## config.mk

```make
export PLATFORM = sky130hd
export DESIGN_NAME = tdm_demux
export DESIGN_NICKNAME = d
export VERILOG_FILES = /design/src/rtl/tdm_demux.sv
export SDC_FILE = /design/constraint.sdc
export NUM_CORES = 1
export LEC_CHECK = 0
export ABC_CLOCK_PERIOD_IN_PS = 1020
export CORE_MARGIN = 2
export CORE_UTILIZATION = 41
export DETAILED_ROUTE_END_ITERATION = 7
export GPL_ROUTABILITY_DRIVEN = 0
export GPL_TIMING_DRIVEN = 1
export PLACE_DENSITY = 0.75
export SLEW_MARGIN = 10
export SYNTH_ARGS = -nofsm -noshare
export SYNTH_HDL_FRONTEND = slang
export SYNTH_SLANG_ARGS = --single-unit
```

## constraint.sdc

```tcl
create_clock -name clk -period 1.02 [get_ports clk]
set_input_delay 0.102 -clock clk [delete_from_list [all_inputs] [get_ports clk]]
set_output_delay 0.102 -clock clk [all_outputs]
set_load 0.005 [all_outputs]
```

## src/rtl/tdm_demux.sv

```systemverilog
// tdm_demux -- time-division demultiplexer.
// A shared word line carries N_CH slots per frame; frame_sync marks the
// slot-0 word. Each accepted word is registered into its channel field of
// ch_data with a one-cycle ch_valid strobe. frame_done pulses with the last
// slot; frame_err pulses when a sync arrives mid-frame (the frame restarts).
// Optional feature macro: TDM_DEMUX_PARITY_EN adds din_par (even parity over
// din) and par_err. A word that fails parity is dropped, but the slot counter
// still advances so the frame stays aligned.
//
// Handshake: a word is accepted on any rising edge where din_valid=1; there
// is no back-pressure, so din and frame_sync are only meaningful then.
// The FSM state is visible on busy (busy=1 exactly when the state is RECV).
module tdm_demux #(
  parameter int N_CH = 4,
  parameter int W    = 8
) (
  input  logic              clk,
  input  logic              rst,
  input  logic [W-1:0]      din,
  input  logic              din_valid,
  input  logic              frame_sync,
  output logic [N_CH*W-1:0] ch_data,
  output logic [N_CH-1:0]   ch_valid,
  output logic              frame_done,
  output logic              frame_err,
  output logic              busy
`ifdef TDM_DEMUX_PARITY_EN
  ,
  input  logic              din_par,
  output logic              par_err
`endif
);

  localparam int SW = (N_CH > 1) ? $clog2(N_CH) : 1;

  localparam logic ST_IDLE = 1'b0;
  localparam logic ST_RECV = 1'b1;

  localparam logic [SW-1:0] SLOT_LAST = SW'(N_CH - 1);
  localparam logic [SW-1:0] SLOT_ONE  = SW'(1);

  logic              r_state;
  logic [SW-1:0]     r_slot;
  logic [N_CH*W-1:0] r_ch_data;
  logic [N_CH-1:0]   r_ch_valid;
  logic              r_frame_done;
  logic              r_frame_err;

  logic              w_next_state;
  logic [SW-1:0]     w_next_slot;
  logic              w_hit;      // accepted word lands in a slot
  logic [SW-1:0]     w_idx;      // slot the word lands in
  logic              w_done;
  logic              w_err;
  logic              w_par_ok;
  logic              w_wr;

`ifdef TDM_DEMUX_PARITY_EN
  logic              r_par_err;
  assign w_par_ok = ((^din) == din_par);
`else
  assign w_par_ok = 1'b1;
`endif

  // A parity-failed word consumes its slot but never reaches the channel.
  assign w_wr = w_hit & w_par_ok;

  // Next-state decode: where the accepted word goes and how the frame advances.
  always_comb begin
    w_next_state = r_state;
    w_next_slot  = r_slot;
    w_hit        = 1'b0;
    w_idx        = '0;
    w_done       = 1'b0;
    w_err        = 1'b0;
    if (din_valid) begin
      if (frame_sync) begin
        // Sync always starts a frame; seen while receiving it is an error.
        w_hit = 1'b1;
        w_idx = '0;
        w_err = (r_state == ST_RECV);
        if (N_CH == 1) begin
          w_done       = 1'b1;
          w_next_slot  = '0;
          w_next_state = ST_IDLE;
        end else begin
          w_next_slot  = SLOT_ONE;
          w_next_state = ST_RECV;
        end
      end else if (r_state == ST_RECV) begin
        w_hit = 1'b1;
        w_idx = r_slot;
        if (r_slot == SLOT_LAST) begin
          w_done       = 1'b1;
          w_next_slot  = '0;
          w_next_state = ST_IDLE;
        end else begin
          w_next_slot = r_slot + SLOT_ONE;
        end
      end
      // Unsynced words while IDLE are silently dropped.
    end
  end

  // State, slot counter, channel registers and one-cycle status pulses.
  always_ff @(posedge clk) begin
    if (rst) begin
      r_state      <= ST_IDLE;
      r_slot       <= '0;
      r_ch_data    <= '0;
      r_ch_valid   <= '0;
      r_frame_done <= 1'b0;
      r_frame_err  <= 1'b0;
`ifdef TDM_DEMUX_PARITY_EN
      r_par_err    <= 1'b0;
`endif
    end else begin
      r_state      <= w_next_state;
      r_slot       <= w_next_slot;
      r_frame_done <= w_done;
      r_frame_err  <= w_err;
`ifdef TDM_DEMUX_PARITY_EN
      r_par_err    <= w_hit & ~w_par_ok;
`endif
      for (int k = 0; k < N_CH; k++) begin
        if (w_wr && (w_idx == SW'(k))) begin
          r_ch_data[k*W +: W] <= din;
          r_ch_valid[k]       <= 1'b1;
        end else begin
          r_ch_valid[k]       <= 1'b0;
        end
      end
    end
  end

  assign ch_data    = r_ch_data;
  assign ch_valid   = r_ch_valid;
  assign frame_done = r_frame_done;
  assign frame_err  = r_frame_err;
  assign busy       = (r_state == ST_RECV);
`ifdef TDM_DEMUX_PARITY_EN
  assign par_err    = r_par_err;
`endif

endmodule

```

# == Word level (Yosys, flattened, before mapping) ==
# Cells that the tools add are included.
# totals
register_bits,41
elab_cells,43
out_inout_bits,39
in_bits,12
# classes
n_bitwise,3
mux,17
reduce_logical,9
eq_ne,4
add_sub_neg,1
# op_table
operator,n
two-way mux 2 bit,6
two-way mux 1 bit,11
equality test 2 bit (second input constant),3
logical AND 1 bit,4
OR reduction 4 bit,1
NOT 1 bit,3
OR reduction 3 bit,1
adder 2 x 1 -> 2 bit (second input constant),1
equality test 2 x 1 -> 1 bit (second input constant),1
zero test 2 bit,1
AND reduction 2 bit,1
nonzero test 2 bit,1

# == Logic depth before layout (Yosys ltp) ==
# depth
depth_word,6
depth_mapped,5

# == Worst setup path before layout ==
# No wires, ideal clock.
# synth_timing
path_kind,register to register
start,"register r_state, in the netlist busy"
end,"register r_ch_data[0], in the netlist ch_data[0]"
slack_ns,-0.138
path_stages_with_launch,5
period_less_slack_ns,1.158
path_buffers,1
setup_time_ns,0.072
required_ns,0.948
arrival_time_ns,1.087
cell_sequence,dfxtp_1 -> nor3b_1 -> o21a_1 -> buf_2 -> mux2i_1
# synth_via
elab_chain_cells,5
elab_cells_between_ends,8
classes_between,mux: 6; reduce/logical: 2
# synth_rtl
item,line,text
from (decl),42,logic r_state;
from (signal assigned),118,r_state <= w_next_state;
two-way mux 2 bit,90,end else if (r_state == ST_RECV) begin
two-way mux 2 bit,77,if (frame_sync) begin
two-way mux 2 bit,76,if (din_valid) begin
zero test 2 bit,126,if (w_wr && (w_idx == SW'(k))) begin
logical AND 1 bit (*),126,
"to (signal, indexed assignment)",127,r_ch_data[k*W +: W] <= din;
to (decl),44,logic [N_CH*W-1:0] r_ch_data;
# Every way passes the cells marked *; elsewhere a longest branch is shown, timed or not.
# A chain may end at the register's enable or synchronous reset.

# == Worst setup path in the final report ==
# layout_timing
start,"register r_state, in the netlist busy"
end,"register r_ch_data[16], in the netlist ch_data[16]"
# layout_via
elab_chain_cells,5
elab_cells_between_ends,8
classes_between,eq/ne: 1; mux: 6; reduce/logical: 1
# layout_rtl
item,line
two-way mux 2 bit,90
two-way mux 2 bit,77
two-way mux 2 bit,76
equality test 2 bit,126
logical AND 1 bit (*),126
# Marks and branches as above.

==> impl_metrics.py <==
metrics = {
    "clock_tree": {
        "cts-root-buf": "clkbuf_8",
        "clkTransAtPathRegs_ns": 0.08,
        "cts_tree": "done",
        "cts_buffers": 5,
        "cts_max_level": 2,
        "clock_sinks": 41,
        "hold_buffers": 0,
        "cts_buffer_depth": 2,
        "clock_latency_ns": 0.29,
    },
    "global_route": {
        "grt_pass1_vias": 1270,
        "grt.total_usage": 0.178,
        "grt-ovfl-total": 0,
        "grt_max_degree": 35,
        "antenna_found_initial": 0,
        "grt_pass1_wl_um": 6000,
    },
    "final_layout": {
        "post-route-util": 0.651,
        "nNetsFinal": 227,
        "stdcell_count": 263,
        "n_fill_cell": 326,
        "syn_to_final_growth_pct": 50.4,
        "final_area_sq_mm": 0.00244,
        "final_layout_size_suffix_gt1_frac": 0.256,
        "diodes": 0,
    },
    "min_path": {
        "hold_class": "input pin to flop",
        "worstHoldStart": "din[3]",
    },
    "timing": {
        "slew_headroom": 0.834,
        "rsz0062_at_grt": "true",
        "hold_viol_final": 0,
        "finalCritPeriodShare": 1.21,
        "setup_viol": 39,
        "setup_slack_ns": -0.217,
        "finalCriticalPeriod_ns": 1.24,
        "clock_skew_ns": 0.00720,
        "report.final.slew_viol_count": 0,
        "tightest_slew_ns": 0.247,
        "max_freq_mhz": 808,
    },
    "routing": {
        "ant_nets": 0,
        "routed_wl_um": 3600,
        "drc": 0,
        "vias": 1269,
        "drtPass1Iterations": 4,
        "first_iter_violations": 30,
        "drt-vias-per-instance": 4.83,
        "wl_per_cell_um": 13.7,
    },
    "critical_path": {
        "worst_setup_path_end_kind": "flop",
        "slowest_stage": "dfxtp_2",
        "critPathRequiredTime_ns": 1.24,
        "max_stage_delay_ns": 0.33,
        "startpoint": "busy",
        "worstPathMaxFanout": 5,
        "crit_family": "simple AND/OR/NAND/NOR gates",
        "cp.arrival_ns": 1.45,
        "rr_startpoint": "busy",
        "critPathKind": "flop to flop",
        "path_common_cell": "buf_6",
        "path_cells": "buf_6 -> and3b_2 -> nand3b_1 -> buf_6 -> mux2i_1",
        "start_kind": "flop",
        "critPathBufInv": 2,
    },
    "power": {
        "switching_share": 0.229,
        "p_seq_frac": 0.554,
        "power.density_mw_per_mm2": 1220,
        "p_int_mw": 2.30,
        "totalPowerFinal_mw": 2.98,
        "power.switching_mw": 0.684,
        "clockPowerShare": 0.343,
        "p_leak_nw": 1.28,
        "pwr-share-comb": 0.103,
        "vdd_drop_max_mv": 0.940,
    },
    "logic_synthesis": {
        "syn-cell-area_sq_mm": 0.00162,
        "synth-seq-cells": 41,
        "synth_top_area_share": 0.506,
        "synth_area_leaders": "dfxtp_1 (51%), mux2i_1 (20%), nand2b_1 (15%)",
        "yosysTopAreaCell": "dfxtp_1",
        "synth_warnings": 0,
        "yosys.cell_types.count": 19,
        "synth_area_per_cell_sq_um": 10.9,
        "syn_nets": 162,
        "syn_inst": 149,
        "yosysSeqAreaShare": 0.506,
    },
    "floorplan": {
        "start_util": 0.433,
        "fp.dieW_um": 66.9,
        "num_rows": 22,
        "core_area_sq_mm": 0.00374,
        "num_io_pins": 51,
        "dieArea_sq_mm": 0.00447,
        "die_y_um": 66.9,
    },
    "placed_design": {
        "port_buffers": 50,
        "hpwl_um": 2430,
        "place_area_sq_mm": 0.00226,
        "place_inst": 250,
    },
    "outcome": {
        "failed_checks": "setup timing",
        "status": "finished with violations",
    },
    "flow_run": {
        "maxCapViolations": 0,
    },
}
-- power groups by stage --
stage               registers (mW)  clock network [mW]  logic [mW]
finish                        1.65                1.02       0.308
global route                  1.66                1.14       0.333
CTS                           1.65                1.03       0.304
detailed placement            1.69                   0       0.290
global placement              1.69                   0       0.283
floorplan                     1.69                   0       0.125
-- repair_timing --
item | in CTS | in global routing
gates resized for setup | 75 | 5
setup endpoints to repair | 78 | 42
pin swaps | 7 | 6
buffers inserted | 3 | 3
-- placed cells by master, fill, tap and decap left out, types with 2 or more instances in the layout --
| cell | n |
|---|---|
| nor2_1 | 5 |
| clkdlybuf4s50_1 | 11 |
| clkbuf_8 | 5 |
| dfxtp_2 | 19 |
| buf_6 | 6 |
| nand2b_1 | 40 |
| nand2_1 | 3 |
| mux2i_1 | 32 |
| dlygate4sd2_1 | 37 |
| dfxtp_1 | 21 |
| and3b_2 | 2 |
| clkbuf_1 | 3 |
| buf_4 | 9 |
| buf_12 | 3 |
-- worst paths after layout --
path / cells after the start / slack [ns] / endpoint
hold reg to reg: 2 / 0.47 / ch_data[14]
setup reg to reg: 5 / -0.22 / ch_data[16]
hold / removal: 3 / 0.47 / ch_data[19]
setup / recovery: 5 / -0.22 / ch_data[16]
-- worst register-to-register path, stage by stage, from the launching register on --
cell and delay (ns):
dfxtp_2 0.33, buf_6 0.11, and3b_2 0.23, nand3b_1 0.15
buf_6 0.15, mux2i_1 0.19
-- synth_stat cells --
master    instances
buf_6             4
o21ai_0           2
mux2i_1          32
nand3b_2          1
nor2_1            6
nand2_1           3
and3b_1           3
nand3_1           1
nand2b_1         40
ha_1              1
clkbuf_1          5
o21ai_1           1
a21oi_1           1
a22oi_1           2
o21a_1            1
nor3b_1           3
dfxtp_1          41
buf_2             1
nand3b_1          1
-- area by class of cell --
cell class	instances	area [sq um]	share of cell area
sequential	41	848	0.348
multi-input combinational	98	803	0.329
clock buffer	8	80.1	0.0328
timing repair buffer	68	647	0.265
tap	48	60.1	0.0246
-- cell families (layout without fill, tap and decap cells) --
group | after synthesis | count (layout) | share of synthesized area
AOI/OAI and AO/OA | 7 | 7 | 0.0262
buffers and inverters | 10 | 76 | 0.0424
and+or+nand+nor | 58 | 58 | 0.220
DFF | 41 | 41 | 0.506
adders and majority gates | 1 | 1 | 0.00771
muxes | 32 | 32 | 0.198
-- registers in the layout, indices dropped and copies added, names as in the netlist --
signal      flops
r_slot          2
busy            1
ch_data        32
ch_valid        4
frame_err       1
frame_done      1
-- metal layers --
layer  part of all wire  global-route usage
met1               0.45               0.221
met2               0.49               0.295
met3              0.047              0.0591
met4             0.0058              0.0485
met5                  0                   0
-- stage by stage --
step	hold WS [ns]	TNS, ns	setup WS (ns)
after floorplan	0.256	-1.47	-0.0824
after global placement	0.458	-12.36	-0.391
after detailed placement	0.468	-13.44	-0.414
after CTS	0.462	-6.19	-0.240
after global routing	0.489	-7.79	-0.287
final	0.467	-6.22	-0.217
No activity file was read; power rests on OpenSTA's default activity.
